File: config.mk
export PLATFORM = sky130hd
export DESIGN_NAME = riscv_fetch_seq_flat
export DESIGN_NICKNAME = d
export VERILOG_FILES = /design/src/rtl/riscv_fetch_pkg.sv /design/src/rtl/riscv_fetch_seq_if.sv /design/src/rtl/riscv_fetch_fifo.sv /design/src/rtl/riscv_fetch_seq.sv /design/src/flat_wrapper.sv
export SDC_FILE = /design/constraint.sdc
export NUM_CORES = 1
export LEC_CHECK = 0
export ABC_CLOCK_PERIOD_IN_PS = 5500
export BUFFER_PORTS_ARGS = -buffer_cell sky130_fd_sc_hd__buf_2
export CAP_MARGIN = 10
export CELL_PAD_IN_SITES_DETAIL_PLACEMENT = 1
export CELL_PAD_IN_SITES_GLOBAL_PLACEMENT = 1
export CORE_MARGIN = 1.5
export CORE_UTILIZATION = 45
export CTS_CLUSTER_DIAMETER = 100
export DETAILED_ROUTE_END_ITERATION = 16
export PLACE_DENSITY_LB_ADDON = 0.1
export SYNTH_ARGS = -nofsm -noshare
export SYNTH_HDL_FRONTEND = slang
export SYNTH_SLANG_ARGS = --single-unit
File: constraint.sdc
create_clock -name clk -period 5.5 [get_ports clk]
set_input_delay 0.825 -clock clk [delete_from_list [all_inputs] [get_ports clk]]
set_output_delay 0.825 -clock clk [all_outputs]
set_load 0.02 [all_outputs]
File: src/rtl/riscv_fetch_pkg.sv
// Shared types for the fetch sequencer: queue entry layout and counter sizing.
package riscv_fetch_pkg;

  localparam int FETCH_XLEN   = 32;
  localparam int FETCH_PARCEL = 32;

  typedef struct packed {
    logic [FETCH_PARCEL-1:0] parcel;
    logic [FETCH_XLEN-1:0]   pc;
    logic                    misaligned;
    logic                    err;
  } fetch_entry_t;

  function automatic int cnt_w(input int n);
    return $clog2(n + 1);
  endfunction

endpackage

File: src/rtl/riscv_fetch_seq_if.sv
// Instruction bus seen from the fetch sequencer: request/accept plus in-order read responses.
interface riscv_fetch_seq_if #(
  parameter int XLEN        = 32,
  parameter int PARCEL_SIZE = 32
);
  logic                   ibus_req;
  logic [XLEN-1:0]        ibus_adr;
  logic                   ibus_ack;
  logic                   ibus_rvalid;
  logic [PARCEL_SIZE-1:0] ibus_rdata;
  logic                   ibus_err;

  modport master (output ibus_req, ibus_adr, input ibus_ack, ibus_rvalid, ibus_rdata, ibus_err);
  modport slave  (input ibus_req, ibus_adr, output ibus_ack, ibus_rvalid, ibus_rdata, ibus_err);
endinterface

File: src/rtl/riscv_fetch_fifo.sv
// Synchronous FIFO with registered storage and a flush that empties it in one cycle.
module riscv_fetch_fifo
  import riscv_fetch_pkg::*;
#(
  parameter int WIDTH = 8,
  parameter int DEPTH = 2
) (
  input  logic                    clk,
  input  logic                    rst,
  input  logic                    i_flush,
  input  logic                    i_push,
  input  logic [WIDTH-1:0]        i_din,
  input  logic                    i_pop,
  output logic [WIDTH-1:0]        o_dout,
  output logic [cnt_w(DEPTH)-1:0] o_count
);

  localparam int AW = (DEPTH > 1) ? $clog2(DEPTH) : 1;
  localparam int CW = cnt_w(DEPTH);

  logic [WIDTH-1:0] r_mem [DEPTH];
  logic [AW-1:0]    r_wr;
  logic [AW-1:0]    r_rd;
  logic [CW-1:0]    r_cnt;
  logic             w_full;
  logic             w_empty;
  logic             w_do_push;
  logic             w_do_pop;

  assign w_full    = (r_cnt == CW'(DEPTH));
  assign w_empty   = (r_cnt == '0);
  // A pop in the same cycle frees the slot, so a full FIFO may still accept.
  assign w_do_push = i_push & (~w_full | i_pop);
  assign w_do_pop  = i_pop & ~w_empty;
  assign o_dout    = r_mem[r_rd];
  assign o_count   = r_cnt;

  always_ff @(posedge clk) begin
    if (rst || i_flush) begin
      r_wr  <= '0;
      r_rd  <= '0;
      r_cnt <= '0;
    end else begin
      if (w_do_push) r_wr <= r_wr + 1'b1;
      if (w_do_pop)  r_rd <= r_rd + 1'b1;
      if (w_do_push && !w_do_pop)      r_cnt <= r_cnt + 1'b1;
      else if (!w_do_push && w_do_pop) r_cnt <= r_cnt - 1'b1;
    end
  end

  always_ff @(posedge clk) begin
    if (w_do_push) r_mem[r_wr] <= i_din;
  end

endmodule

File: src/rtl/riscv_fetch_seq.sv
// Fetch sequencer: issues word fetches, tracks live and killed requests, queues parcels for IF.
module riscv_fetch_seq
  import riscv_fetch_pkg::*;
#(
  parameter int XLEN            = FETCH_XLEN,
  parameter int PARCEL_SIZE     = FETCH_PARCEL,
  parameter int QUEUE_DEPTH     = 2,
  parameter int MAX_OUTSTANDING = 2
) (
  input  logic                      clk,
  input  logic                      rst,
  input  logic [XLEN-1:0]           if_nxt_pc,
  input  logic                      if_stall,
  input  logic                      if_flush,
  output logic                      if_stall_nxt_pc,
  output logic [PARCEL_SIZE-1:0]    if_parcel,
  output logic [XLEN-1:0]           if_parcel_pc,
  output logic [PARCEL_SIZE/16-1:0] if_parcel_valid,
  output logic                      if_parcel_misaligned,
  output logic                      if_parcel_page_fault,
  riscv_fetch_seq_if.master         ibus
);

  localparam int OW = cnt_w(MAX_OUTSTANDING);
  localparam int QW = cnt_w(QUEUE_DEPTH);
  localparam int SW = cnt_w(2 * (QUEUE_DEPTH + MAX_OUTSTANDING));

  logic [OW-1:0] r_live;
  logic [OW-1:0] r_kill;
  logic [QW-1:0] w_q_cnt;
  logic [OW-1:0] w_pc_cnt;
  logic [XLEN-1:0] w_pc_head;
  fetch_entry_t  w_q_din;
  fetch_entry_t  w_q_head;
  logic w_aligned, w_credit, w_accept, w_mis_push;
  logic w_rsp_any, w_rsp_kill, w_rsp_live;
  logic w_q_empty, w_q_full, w_q_push, w_q_pop;

  assign w_q_empty = (w_q_cnt == '0);
  assign w_q_full  = (w_q_cnt == QW'(QUEUE_DEPTH));
  assign w_aligned = (if_nxt_pc[1:0] == 2'b00);
  // Killed requests still hold bus slots until their responses drain.
  assign w_credit  = (SW'(r_live) + SW'(w_q_cnt) < SW'(QUEUE_DEPTH)) &
                     (SW'(r_live) + SW'(r_kill)  < SW'(MAX_OUTSTANDING));

  assign ibus.ibus_req = w_credit & ~if_flush & w_aligned & ~rst;
  assign ibus.ibus_adr = if_nxt_pc;
  assign w_accept      = ibus.ibus_req & ibus.ibus_ack;
  assign w_mis_push    = ~w_aligned & ~if_flush & ~rst & (r_live == '0) & ~w_q_full;
  assign if_stall_nxt_pc = ~(w_accept | w_mis_push);

  assign w_rsp_any  = ibus.ibus_rvalid & ((r_live != '0) | (r_kill != '0));
  assign w_rsp_kill = ibus.ibus_rvalid & (r_kill != '0);
  assign w_rsp_live = ibus.ibus_rvalid & (r_kill == '0) & (w_pc_cnt != '0) & ~if_flush;

  always_comb begin
    w_q_din = '0;
    if (w_rsp_live) begin
      w_q_din.parcel = ibus.ibus_rdata;
      w_q_din.pc     = w_pc_head;
      w_q_din.err    = ibus.ibus_err;
    end else begin
      w_q_din.pc         = if_nxt_pc;
      w_q_din.misaligned = 1'b1;
    end
  end

  // Live responses and misaligned pushes are exclusive: the latter needs live_cnt==0.
  assign w_q_push = w_rsp_live | w_mis_push;
  assign w_q_pop  = ~w_q_empty & ~if_stall & ~if_flush;

  riscv_fetch_fifo #(.WIDTH(XLEN), .DEPTH(MAX_OUTSTANDING)) u_pc_fifo (
    .clk     (clk),
    .rst     (rst),
    .i_flush (if_flush),
    .i_push  (w_accept),
    .i_din   (if_nxt_pc),
    .i_pop   (w_rsp_live),
    .o_dout  (w_pc_head),
    .o_count (w_pc_cnt)
  );

  riscv_fetch_fifo #(.WIDTH($bits(fetch_entry_t)), .DEPTH(QUEUE_DEPTH)) u_rsp_queue (
    .clk     (clk),
    .rst     (rst),
    .i_flush (if_flush),
    .i_push  (w_q_push),
    .i_din   (w_q_din),
    .i_pop   (w_q_pop),
    .o_dout  (w_q_head),
    .o_count (w_q_cnt)
  );

  always_ff @(posedge clk) begin
    if (rst) begin
      r_live <= '0;
      r_kill <= '0;
    end else if (if_flush) begin
      r_kill <= r_kill + r_live - OW'(w_rsp_any);
      r_live <= '0;
    end else begin
      r_kill <= r_kill - OW'(w_rsp_kill);
      if (w_accept && !w_rsp_live)      r_live <= r_live + 1'b1;
      else if (!w_accept && w_rsp_live) r_live <= r_live - 1'b1;
    end
  end

  assign if_parcel_valid      = {(PARCEL_SIZE/16){~w_q_empty}};
  assign if_parcel            = w_q_empty ? '0 : w_q_head.parcel;
  assign if_parcel_pc         = w_q_empty ? '0 : w_q_head.pc;
  assign if_parcel_misaligned = ~w_q_empty & w_q_head.misaligned;
  assign if_parcel_page_fault = ~w_q_empty & w_q_head.err;

endmodule
File: src/flat_wrapper.sv
// flat-port wrapper written by rule: the top's interface ports become plain ports
module riscv_fetch_seq_flat import riscv_fetch_pkg::*;
#(
  parameter int XLEN            = FETCH_XLEN,
  parameter int PARCEL_SIZE     = FETCH_PARCEL,
  parameter int QUEUE_DEPTH     = 2,
  parameter int MAX_OUTSTANDING = 2
)
  (clk, rst, if_nxt_pc, if_stall, if_flush, if_stall_nxt_pc, if_parcel, if_parcel_pc, if_parcel_valid, if_parcel_misaligned, if_parcel_page_fault, ibus_ibus_req, ibus_ibus_adr, ibus_ibus_ack, ibus_ibus_rvalid, ibus_ibus_rdata, ibus_ibus_err);
  riscv_fetch_seq_if #(.XLEN(XLEN), .PARCEL_SIZE(PARCEL_SIZE)) ibus_i ();
  input  logic clk;
  input  logic rst;
  input  logic [XLEN-1:0] if_nxt_pc;
  input  logic if_stall;
  input  logic if_flush;
  output logic if_stall_nxt_pc;
  output logic [PARCEL_SIZE-1:0] if_parcel;
  output logic [XLEN-1:0] if_parcel_pc;
  output logic [PARCEL_SIZE/16-1:0] if_parcel_valid;
  output logic if_parcel_misaligned;
  output logic if_parcel_page_fault;
  output wire logic [$bits(ibus_i.ibus_req)-1:0] ibus_ibus_req;
  output wire logic [$bits(ibus_i.ibus_adr)-1:0] ibus_ibus_adr;
  input wire logic [$bits(ibus_i.ibus_ack)-1:0] ibus_ibus_ack;
  input wire logic [$bits(ibus_i.ibus_rvalid)-1:0] ibus_ibus_rvalid;
  input wire logic [$bits(ibus_i.ibus_rdata)-1:0] ibus_ibus_rdata;
  input wire logic [$bits(ibus_i.ibus_err)-1:0] ibus_ibus_err;
  assign ibus_ibus_req = ibus_i.ibus_req;
  assign ibus_ibus_adr = ibus_i.ibus_adr;
  assign ibus_i.ibus_ack = ibus_ibus_ack;
  assign ibus_i.ibus_rvalid = ibus_ibus_rvalid;
  assign ibus_i.ibus_rdata = ibus_ibus_rdata;
  assign ibus_i.ibus_err = ibus_ibus_err;
  riscv_fetch_seq #(.XLEN(XLEN), .PARCEL_SIZE(PARCEL_SIZE), .QUEUE_DEPTH(QUEUE_DEPTH), .MAX_OUTSTANDING(MAX_OUTSTANDING)) u_core (.clk(clk), .rst(rst), .if_nxt_pc(if_nxt_pc), .if_stall(if_stall), .if_flush(if_flush), .if_stall_nxt_pc(if_stall_nxt_pc), .if_parcel(if_parcel), .if_parcel_pc(if_parcel_pc), .if_parcel_valid(if_parcel_valid), .if_parcel_misaligned(if_parcel_misaligned), .if_parcel_page_fault(if_parcel_page_fault), .ibus(ibus_i));
endmodule
**Yosys cells after proc, flatten, opt, wreduce, memory -nomap -nowiden**

Memories as Yosys holds them, arrays and structs flattened. A register that Yosys moved wholly into a read port is not among the register bits.
Index checks and enable logic that the tools add are counted.

- Logic and storage cells: 111
- Flip-flop bits (word level): 12
- Memories kept: 2
- Memory bits (writable): 196

Memory list:

| memory | words | width | read ports | clocked after memory_dff | write ports | RTL line | source |
|---|---|---|---|---|---|---|---|
| u_core.u_rsp_queue.r_mem | 2 | 66 | 1 | 1 | 1 | riscv_fetch_fifo.sv:21 | `logic [WIDTH-1:0] r_mem [DEPTH];` |
| u_core.u_pc_fifo.r_mem | 2 | 32 | 1 | 1 | 1 | riscv_fetch_fifo.sv:21 |  |

- Eq/ne operators: 2
- Reductions and logical operators: 25
- Mux-type cells: 21
- Add/subtract/negate cells: 15
- Bitwise operators: 36
- Magnitude comparators: 2

Operators by type and width:

| operator | count |
|---|---|
| 2-to-1 mux 32 bit | 4 |
| bitwise AND 1 bit | 22 |
| 2-to-1 mux 2 bit | 7 |
| nonzero test 2 bit | 6 |
| logical NOT 2 bit | 5 |
| 2-to-1 mux 1 bit | 10 |
| NOT 1 bit | 9 |
| less-than comparator 4 x 2 -> 1 bit, second input constant | 2 |
| adder 2 x 1 -> 2 bit, second input constant | 3 |
| adder 2 x 2 -> 3 bit | 2 |
| logical AND 1 bit | 6 |
| logical NOT 1 bit | 6 |
| subtractor 2 x 1 -> 2 bit, second input constant | 3 |
| bitwise OR 1 bit | 5 |
| adder 1 bit, second input constant | 4 |
| equality test 2 bit, second input constant | 2 |
| subtractor 2 x 1 -> 2 bit | 2 |
| adder 2 bit | 1 |
| OR reduction 2 bit | 1 |
| logical OR 1 bit | 1 |

**Depth between registers and ports, before layout**

- Word-level depth: 12
- Depth in mapped cells: 10
- Depth with buffers taken out: 10

**Hierarchy**

From an unflattened synthesis, not the netlist that was laid out.

- Cells, all modules: 584
- Area, all modules: 9,407.8 um2

Modules (own cells, without submodules):

| module | seq. area each (um2) | cells an instance | instances | area each (um2) |
|---|---|---|---|---|
| riscv_fetch_fifo at u_core.u_rsp_queue | 4,063.9 | 230 | 1 | 4,998.5 |
| riscv_fetch_fifo at u_core.u_pc_fifo | 2,021.9 | 125 | 1 | 2,538.7 |
| riscv_fetch_seq | 80.1 | 229 | 1 | 1,870.5 |

**Least setup slack after synthesis**

No wires, ideal clock.

- Path type: input port to flip-flop
- Start point: input port if_flush
- End point: memory u_core.u_rsp_queue.r_mem[0][0] (netlist name), enable pin
- Path buffers: 1
- Arrival time: 4.530 ns
- Cell stages on the path: 5
- Data required time: 5.002 ns
- Path slack: 0.472 ns
- Path through: nor4b_2 -> o21a_1 -> buf_6 -> o22a_2 -> nor2b_1

- Cells in the longest elaborated chain, start to end: 9

RTL lines:

| element | RTL line | source |
|---|---|---|
| start, declared | flat_wrapper.sv:15 | `input logic if_flush;` |
| NOT 1 bit (*) | riscv_fetch_seq.sv:49, riscv_fetch_seq.sv:54, riscv_fetch_seq.sv:70 |  |
| bitwise AND 1 bit (4 in series) | riscv_fetch_seq.sv:49 | `assign w_mis_push = ~w_aligned & ~if_flush & ~rst & (r_live == '0) & ~w_q_full;` |
| bitwise OR 1 bit | riscv_fetch_seq.sv:69 | `assign w_q_push = w_rsp_live \| w_mis_push;` |
| bitwise AND 1 bit (*) | riscv_fetch_fifo.sv:33 | `assign w_do_push = i_push & (~w_full \| i_pop);` |
| named net u_core.u_rsp_queue.w_do_push | riscv_fetch_fifo.sv:27 | `logic w_do_push;` |
| 2-to-1 mux 1 bit (*) | riscv_fetch_fifo.sv:52 | `if (w_do_push) r_mem[r_wr] <= i_din;` |
| 2-to-1 mux 1 bit (not written as such) (*) | riscv_fetch_fifo.sv:52 |  |
| end, declared | riscv_fetch_fifo.sv:21 |  |

Mark *: on every way through the listed nets, which the timed path passes. The rest lies on a longest branch.

==> run_results.csv <==
group,metric,value,unit
final_layout,fin_nets,834,
worst_hold_path,hp-class,"flop to flop",
power,total_power,3630,µW
power,vdd_ir_drop_max,0.197,mV
timing,period_share,60.7,%
final_layout,syn_to_final_growth,18.0,%
clock_network,post_cts_hold_buffer_count,0,
worst_setup_path,crit-reg2reg-launch,"u_core.r_live[0]$_SDFFE_PP0P_",
logic_synthesis,syn-cell-area,8940,µm²
place,place_worst_setup_slack,1.76,ns
power,leakagePower,0.00379,µW
grt,grt_pass1_vias,5465,
worst_setup_path,timing.setup.critical_path_class,"flop to output pin",
routing,drt.antenna.violating_nets,0,
grt,grt_overflow,0,
grt,grt_usage,18.1,%
timing,worst-slew-pin-transition,1.09,ns
timing,final_layout_setup_total_negative_slack,0,ns
worst_setup_path,path_cells,"buf_4, mux2i_1, nor2_1, buf_2",
clock_network,clock_insertion_delay_worst_skew,0.51,ns
die,initial_core_util,45.9,%
grt,grt_max_degree,97,
routing,detail_route.wl_per_cell,17.8,µm
place,dpl.hpwl,11500,µm
final_layout,drive_above_1_share,30.6,%
clock_network,clock_sinks,210,
clock_network,post_cts.repair.setup_buffers,0,
place,placement.io_buffers,172,
timing,max_clock_freq,300,MHz
logic_synthesis,synth.net_count,697,
worst_setup_path,critical_path_cell_count,4,
logic_synthesis,synthesis.instances,617,
die,die_width,144,µm
die,core-area,19500,µm²
logic_synthesis,synth_most_common_cell,"sky130_fd_sc_hd__edfxtp_1",
worst_setup_path,crit_fanout,38,
worst_setup_path,cp_slowest_stage_delay,0.80,ns
clock_network,path_clk_slew,0.06,ns
final_layout,finalNonFillerCells,1036,
die,design.die.area,20700,µm²
logic_synthesis,yosys_register_bits,210,
die,top_level_ports,173,
outcome,outcome,"finished, final reports clean",
timing,timing.final.hold_violations,0,
worst_setup_path,worst_ep_arrival_time,2.51,ns
worst_setup_path,worstSetupEndpointType,"output pin",
power,power-per-cell-area,344,nW/µm²
logic_synthesis,synth_commonest_cells,"sky130_fd_sc_hd__edfxtp_1 (196), sky130_fd_sc_hd__nor2_1 (112), sky130_fd_sc_hd__mux2i_1 (99)",
timing,rsz0062_at_grt,"no",
routing,route.vias.total,5160,
routing,routed_wl,18400,µm
grt,grt_antenna_before_repair,0,
logic_synthesis,warnings_from_yosys,0,
routing,drtIter0Drc,235,
routing,dr.pass1.iters,4,
logic_synthesis,synth_ff_type,"sky130_fd_sc_hd__edfxtp_1",
timing,period_needed,3.34,ns
clock_network,tritoncts.num_buffers,23,
worst_setup_path,cp_data_required_time,4.68,ns
logic_synthesis,synth_top_area_share,65.8,%
place,dp.cells,994,
timing,finalSetupViolCount,0,
grt,first_pass_grt_wire_length,28800,µm
die,die_h,144,µm
final_layout,finalCoreUtilization,54.2,%
clock_network,tritoncts,"built",
clock_network,ctsRootBufferMaster,"sky130_fd_sc_hd__clkbuf_16",
timing,final.setup_skew,0.0108,ns
worst_setup_path,critical_path.n_buffers_inverters,2,
clock_network,cts-resized-gates,0,
logic_synthesis,yosysUniqueCellTypes,37,
logic_synthesis,post_synth.cell_area_avg,14.5,µm²
worst_setup_path,cp-start-kind,"flop",
final_layout,antennaDiodeCount,0,
logic_synthesis,ys_top_cells_by_area,"sky130_fd_sc_hd__edfxtp_1 (66%), sky130_fd_sc_hd__mux2i_1 (11%), sky130_fd_sc_hd__nor2_1 (4.7%)",
clock_network,clock_tree.buffer_depth,3,
logic_synthesis,synth_sequential_area_ratio,69.0,%
logic_synthesis,synth_edf_count,196,
timing,final_critical_path_setup_slack,2.16,ns
worst_hold_path,min_delay_path_depth,2,
routing,drc,0,
worst_setup_path,reg2reg_depth,7,
logic_synthesis,synthDominantAreaCellType,"sky130_fd_sc_hd__edfxtp_1",
timing,slew-limit-headroom,26.9,%
timing,drv_slew,0,
logic_synthesis,async_flop_share,0,%
place,gp_congestion,0.722,
routing,routed_vias_inst,4.98,
worst_setup_path,critPathSlowestCell,"sky130_fd_sc_hd__dfxtp_4",
run,number_of_max_capacitance_violations_reported,0,
die,number_of_standard_cell_rows_in_the_floorplan,51,
worst_setup_path,crit_family,"flip-flops",
clock_network,htree_levels,1,
worst_hold_path,hold_path_startpoint,"u_core.u_rsp_queue.r_rd$_SDFFE_PP0P_",
tightest hold or removal path, delay by kind of cell (launching register included):
kind               cells  cell delay, ns
AOI/OAI and AO/OA      2            0.17
DFF                    1            0.31
layout by cell type, fill, tap and decap left out, types with 3 or more instances in the layout:
| cell type | count |
|---|---|
| sky130_fd_sc_hd__buf_4 | 5 |
| sky130_fd_sc_hd__nand2_1 | 3 |
| sky130_fd_sc_hd__o21ai_0 | 5 |
| sky130_fd_sc_hd__nor2_1 | 110 |
| sky130_fd_sc_hd__or3_1 | 6 |
| sky130_fd_sc_hd__clkinv_2 | 5 |
| sky130_fd_sc_hd__a21oi_1 | 27 |
| sky130_fd_sc_hd__inv_1 | 7 |
| sky130_fd_sc_hd__xor2_1 | 8 |
| sky130_fd_sc_hd__a21oi_2 | 9 |
| sky130_fd_sc_hd__and2_1 | 35 |
| sky130_fd_sc_hd__clkbuf_16 | 23 |
| sky130_fd_sc_hd__edfxtp_1 | 196 |
| sky130_fd_sc_hd__buf_2 | 172 |
| sky130_fd_sc_hd__ha_1 | 7 |
| sky130_fd_sc_hd__bufinv_16 | 4 |
| sky130_fd_sc_hd__dfxtp_1 | 12 |
| sky130_fd_sc_hd__mux2i_1 | 99 |
logic make-up (layout without fill, tap and decap cells):
kind of cell / count (synthesis) / in the layout / synth area share [%]
buffers and inverters: 72 / 226 / 5.36
and+or+nand+nor: 168 / 168 / 8.83
xor gates and xnor gates: 10 / 10 / 0.979
muxes: 99 / 99 / 11.1
AOI/OAI and AO/OA: 49 / 49 / 3.37
DFF: 210 / 210 / 69.0
adders and majority gates: 9 / 9 / 1.43
metrics by stage:
step	instance area, µm²	hold WS, ns
detailed placement	9760	0.496
floorplan	8940	0.452
global placement	9760	0.478
CTS	10600	0.512
finish	10600	0.514
global route	10600	0.525
flip-flops by register name, indices dropped and copies added, names as in the netlist, named ones only:
register / cells
u_core.u_rsp_queue.o_count: 2
u_core.u_pc_fifo.o_count: 2
u_core.u_rsp_queue.r_mem: 132
u_core.u_pc_fifo.r_wr: 1
u_core.u_rsp_queue.r_rd: 1
u_core.u_pc_fifo.r_mem: 64
u_core.r_kill: 2
u_core.u_pc_fifo.r_rd: 1
u_core.u_rsp_queue.r_wr: 1
u_core.r_live: 2
layer usage:
layer  vias up  share of wire, %  routed length, µm  GRT usage [%]
met2       139                52               9560           32.8
met5         -                 0                  0              0
met1      2529                41               7600           22.3
met3        33               4.7                869           2.70
li1       2459                 -                  -              -
met4         0               2.0                375           5.21
cell type report:
class	count	area (µm²)
fill	1979	8910
sequential	210	6170
multi-input combinational	335	2330
timing repair buffer	177	898
clock buffer	27	611
tap	265	332
clock inverter	15	188
inverter	7	26.3
power breakdown:
group | internal (µW) | leakage (µW) | switching [µW] | total (µW)
Sequential | 1770 | 0.00187 | 16.6 | 1790
Clock | 986 | 0.000390 | 620 | 1610
Combinational | 83.3 | 0.00153 | 153 | 236
path summary, 6_finish.rpt:
path | endpoint | slack (ns)
max | if_parcel_pc[24] | 2.16
min | flop | 0.51
max reg2reg | u_core.u_pc_fifo.r_mem[1][31]$_DFFE_PP_ | 2.33
min reg2reg | flop | 0.51
Note: power is estimated with default switching activity, not from simulation.
